<file path="config.mk">
export PLATFORM = sky130hd
export DESIGN_NAME = bg_palette_sequencer
export DESIGN_NICKNAME = d
export VERILOG_FILES = /design/src/rtl/bg_palette_sequencer.sv
export SDC_FILE = /design/constraint.sdc
export NUM_CORES = 1
export LEC_CHECK = 0
export BUFFER_PORTS_ARGS = -buffer_cell sky130_fd_sc_hd__buf_4
export CAP_MARGIN = 15
export CORE_UTILIZATION = 51
export DETAILED_ROUTE_END_ITERATION = 16
export HOLD_SLACK_MARGIN = 0.08
export PLACE_DENSITY_LB_ADDON = 0.1
export SLEW_MARGIN = 20
export SYNTH_ARGS = -nofsm -noshare
export SYNTH_HDL_FRONTEND = slang
export SYNTH_SLANG_ARGS = --single-unit
export TNS_END_PERCENT = 1
</file>
<file path="constraint.sdc">
create_clock -name clk -period 1.75 [get_ports clk]
set_input_delay 0.35 -clock clk [delete_from_list [all_inputs] [get_ports clk]]
set_output_delay 0.35 -clock clk [all_outputs]
set_load 0.02 [all_outputs]
</file>
<file path="src/rtl/bg_palette_sequencer.sv">
// Frame-synchronous background palette sequencer: applies a requested 3-color palette at a
// frame boundary, instantly or (with BG_FADE_EN defined) as a stepped per-field fade.
module bg_palette_sequencer #(
    parameter int unsigned FADE_FRAMES = 4
) (
    input  logic       clk,
    input  logic       resetN,
    input  logic       startOfFrame,
    input  logic       cfgReq,
    input  logic [7:0] cfgInner,
    input  logic [7:0] cfgOuter,
    input  logic [7:0] cfgBracket,
    output logic       cfgReady,
    output logic [7:0] innerRGB,
    output logic [7:0] outerRGB,
    output logic [7:0] bracketRGB,
    output logic       busy,
    output logic       done
);

`ifdef BG_FADE_EN
    typedef enum logic [1:0] {StIdle, StWaitSof, StFade, StDone} state_e;
`else
    typedef enum logic [1:0] {StIdle, StWaitSof, StDone} state_e;
`endif

    localparam logic [7:0] InnerRst   = 8'hAF;
    localparam logic [7:0] OuterRst   = 8'hFC;
    localparam logic [7:0] BracketRst = 8'hFF;

    state_e     state_q, state_d;
    logic [7:0] inner_q, inner_d;
    logic [7:0] outer_q, outer_d;
    logic [7:0] bracket_q, bracket_d;
    logic [7:0] inner_tgt_q, outer_tgt_q, bracket_tgt_q;
    logic       accept;

    assign accept = cfgReq && (state_q == StIdle);

`ifdef BG_FADE_EN
    localparam logic [7:0] LastFrame = 8'(FADE_FRAMES - 1);

    logic [7:0] frame_cnt_q, frame_cnt_d;
    logic       at_target;

    // Move a field one unit toward its target; never overshoots.
    function automatic logic [2:0] step3(input logic [2:0] cur, input logic [2:0] tgt);
        if (cur < tgt) return cur + 3'd1;
        if (cur > tgt) return cur - 3'd1;
        return cur;
    endfunction

    function automatic logic [1:0] step2(input logic [1:0] cur, input logic [1:0] tgt);
        if (cur < tgt) return cur + 2'd1;
        if (cur > tgt) return cur - 2'd1;
        return cur;
    endfunction

    function automatic logic [7:0] step_color(input logic [7:0] cur, input logic [7:0] tgt);
        return {step3(cur[7:5], tgt[7:5]), step3(cur[4:2], tgt[4:2]), step2(cur[1:0], tgt[1:0])};
    endfunction

    assign at_target = (inner_q == inner_tgt_q) && (outer_q == outer_tgt_q) &&
                       (bracket_q == bracket_tgt_q);
`endif

    always_comb begin
        state_d   = state_q;
        inner_d   = inner_q;
        outer_d   = outer_q;
        bracket_d = bracket_q;
`ifdef BG_FADE_EN
        frame_cnt_d = frame_cnt_q;
`endif
        unique case (state_q)
            StIdle: begin
                if (cfgReq) state_d = StWaitSof;
            end
            StWaitSof: begin
                if (startOfFrame) begin
`ifdef BG_FADE_EN
                    state_d     = StFade;
                    frame_cnt_d = '0;
`else
                    state_d   = StDone;
                    inner_d   = inner_tgt_q;
                    outer_d   = outer_tgt_q;
                    bracket_d = bracket_tgt_q;
`endif
                end
            end
`ifdef BG_FADE_EN
            StFade: begin
                if (at_target) state_d = StDone;
                if (startOfFrame) begin
                    if (frame_cnt_q == LastFrame) begin
                        frame_cnt_d = '0;
                        inner_d     = step_color(inner_q, inner_tgt_q);
                        outer_d     = step_color(outer_q, outer_tgt_q);
                        bracket_d   = step_color(bracket_q, bracket_tgt_q);
                    end else begin
                        frame_cnt_d = frame_cnt_q + 8'd1;
                    end
                end
            end
`endif
            StDone: begin
                state_d = StIdle;
            end
            default: begin
                state_d = StIdle;
            end
        endcase
    end

    always_ff @(posedge clk or negedge resetN) begin
        if (!resetN) begin
            state_q       <= StIdle;
            inner_q       <= InnerRst;
            outer_q       <= OuterRst;
            bracket_q     <= BracketRst;
            inner_tgt_q   <= InnerRst;
            outer_tgt_q   <= OuterRst;
            bracket_tgt_q <= BracketRst;
`ifdef BG_FADE_EN
            frame_cnt_q   <= '0;
`endif
        end else begin
            state_q   <= state_d;
            inner_q   <= inner_d;
            outer_q   <= outer_d;
            bracket_q <= bracket_d;
`ifdef BG_FADE_EN
            frame_cnt_q <= frame_cnt_d;
`endif
            if (accept) begin
                inner_tgt_q   <= cfgInner;
                outer_tgt_q   <= cfgOuter;
                bracket_tgt_q <= cfgBracket;
            end
        end
    end

    assign cfgReady   = (state_q == StIdle);
    assign busy       = (state_q != StIdle);
    assign done       = (state_q == StDone);
    assign innerRGB   = inner_q;
    assign outerRGB   = outer_q;
    assign bracketRGB = bracket_q;

endmodule

</file>
==> results.sh <==
export IMPL_cp_arrival_ns=1.19
export IMPL_critPathRequiredTime_ns=1.40
export IMPL_irDropWorstVdd_uv=1060
export IMPL_ys_ff_latch=50
export IMPL_cap_violations=0
export IMPL_clock_skew_ns=0.00991
export IMPL_die_w_um=64.1
export IMPL_path_clk_slew_ns=0.07
export IMPL_status="completed"
export IMPL_placed_cells=210
export IMPL_rsz0062_at_grt="no"
export IMPL_fin_crit_ns=1.54
export IMPL_cts_buffers=5
export IMPL_fp_dieH_um=64.1
export IMPL_critPathMaxFanout=6
export IMPL_gp_congestion=0.627
export IMPL_syn_area_per_cell_um2=17.9
export IMPL_postCtsHoldBufs=0
export IMPL_cts_tree="built"
export IMPL_viasPerCell=4.96
export IMPL_antenna_left=0
export IMPL_drt_initial_drc_count=37
export IMPL_drive_above_1_share=0.900
export IMPL_htreeDepth=2
export IMPL_root_buffer="clkbuf_8"
export IMPL_ys_seq_area_frac=0.662
export IMPL_die_area_um2=4110
export IMPL_clkLatencyLatePin_ns=0.29
export IMPL_power_density_nw_per_um2=1970
export IMPL_rows=22
export IMPL_first_global_vias=1183
export IMPL_synth_top_area_share=0.535
export IMPL_max_slew_margin=0.612
export IMPL_tightest_slew_ns=0.583
export IMPL_cp_start_kind="register"
export IMPL_portBuffers=54
export IMPL_syn_inst=110
export IMPL_drt_wl_total_um=3140
export IMPL_fin_cells=218
export IMPL_hold_viol_final=0
export IMPL_io_pins=55
export IMPL_post_drt_wl_per_cell_um=14.4
export IMPL_tns_ns=0
export IMPL_period_share=0.878
export IMPL_hp_class="primary input to async pin"
export IMPL_syn_area_um2=1970
export IMPL_drv_slew=0
export IMPL_dpl_hpwl_um=2250
export IMPL_n_antenna_cell=0
export IMPL_fmax_ghz=0.651
export IMPL_n_fill_cell=292
export IMPL_grt_use_total=0.171
export IMPL_yosys_area_top_type="dfstp_2"
export IMPL_dr_pass1_iters=2
export IMPL_leakage_uw=0.00110
export IMPL_grt_antenna_before_repair=0
export IMPL_start_util=0.533
export IMPL_regArea_um2=1300
export IMPL_critical_path_class="register to output port"
export IMPL_cts_resized=0
export IMPL_synthTopCellsByArea="dfstp_2 53%, mux2_2 26%, dfrtp_1 13%"
export IMPL_end_kind="output port"
export IMPL_grt_start_max_net_pins=51
export IMPL_setup_viol=0
export IMPL_yosys_warnings=0
export IMPL_drc=0
export IMPL_grt_pass1_wl_um=5200
export IMPL_overflow=0
export IMPL_synth_distinct_cells=13
export IMPL_core_area_um2=3690
export IMPL_cts_setup_buffers=0
export IMPL_clk_path_buf_depth=2
export IMPL_nets=197
export IMPL_multi_input_area_um2=607
export IMPL_cts_sinks=50
export IMPL_syn_to_final_growth_pct=27.2
export IMPL_vias=1082
export IMPL_syn_nets=138
## flip-flops by register name, indices dropped and copies added, names as in the netlist
register and flops:
innerRGB 8, outerRGB 8, bracketRGB 8, bracket_tgt_q 8
outer_tgt_q 8, state_q 2, inner_tgt_q 8
## cell usage after synthesis
master / instances
nor2_1: 2
mux2_1: 1
nor3b_4: 1
buf_6: 2
mux2_4: 1
clkbuf_8: 2
dfstp_2: 40
and2b_2: 1
a211oi_1: 1
dfrtp_1: 10
inv_1: 2
nand3b_4: 1
mux2_2: 46
## layer usage
| layer | global-route usage | vias up | routed length (µm) |
|---|---|---|---|
| met2 | 0.324 | 27 | 1730 |
| met5 | 0 | - | 0 |
| li1 | - | 503 | - |
| met1 | 0.179 | 550 | 1240 |
| met3 | 0.0482 | 2 | 152 |
| met4 | 0.0511 | 0 | 17 |
## worst paths after layout
check	start	cells after the start	slack, ns	end
max in group asynchronous	resetN	1	1.29	outer_tgt_q[2]
worst min register to register	outer_tgt_q[0]	1	0.51	outer_tgt_q[0]
min in group clk	startOfFrame	2	0.27	state_q[0]
worst max-delay path	state_q[0]	2	0.21	done
worst max register to register	state_q[0]	3	0.32	inner_tgt_q[4]
worst min-delay path	resetN	1	0.07	innerRGB[4]
## area by class of cell
class | instances | share of cell area
tap | 48 | 0.0240
multi-input combinational | 54 | 0.243
timing repair buffer | 56 | 0.173
sequential | 50 | 0.521
clock buffer | 7 | 0.0345
clock inverter | 1 | 0.00200
inverter | 2 | 0.00300
## power breakdown
| part | internal [µW] | switching, µW | total (µW) |
|---|---|---|---|
| logic | 1040 | 847 | 1880 |
| clock network | 319 | 332 | 651 |
| registers | 2080 | 314 | 2390 |
## kinds of logic after synthesis
| family | share of synthesized area |
|---|---|
| AOI/OAI and AO/OA | 0.00382 |
| buffers and inverters | 0.0293 |
| DFF | 0.662 |
| muxes | 0.277 |
| and+or+nand+nor | 0.0280 |
## critical path: stages (launching register included)
cell and delay, ns:
dfrtp_1 0.50, and2b_2 0.26, buf_4 0.15
## through the flow
stage | area [µm²] | setup WS [ns] | total power [µW] | hold WS (ns) | util
after global routing | 2500 | 0.166 | 5200 | 0.104 | 0.678
after CTS | 2500 | 0.195 | 5000 | 0.0812 | 0.678
after floorplan | 1970 | 0.331 | 3600 | 0.0544 | -
final | 2500 | 0.213 | 4930 | 0.0660 | 0.678
after detailed placement | 2410 | 0.325 | 4340 | 0.397 | 0.653
after global placement | 2410 | 0.378 | 4220 | 0.379 | 0.653
## placed cells by master (no fill, tap or decap), types with 2 or more instances in the layout
master | synthesis | final
mux2_2 | 46 | 46
dfrtp_1 | 10 | 10
buf_4 | 0 | 55
nor2_1 | 2 | 2
clkbuf_8 | 2 | 6
inv_1 | 2 | 2
dfstp_2 | 40 | 40
(Power assumes the default switching activity.)
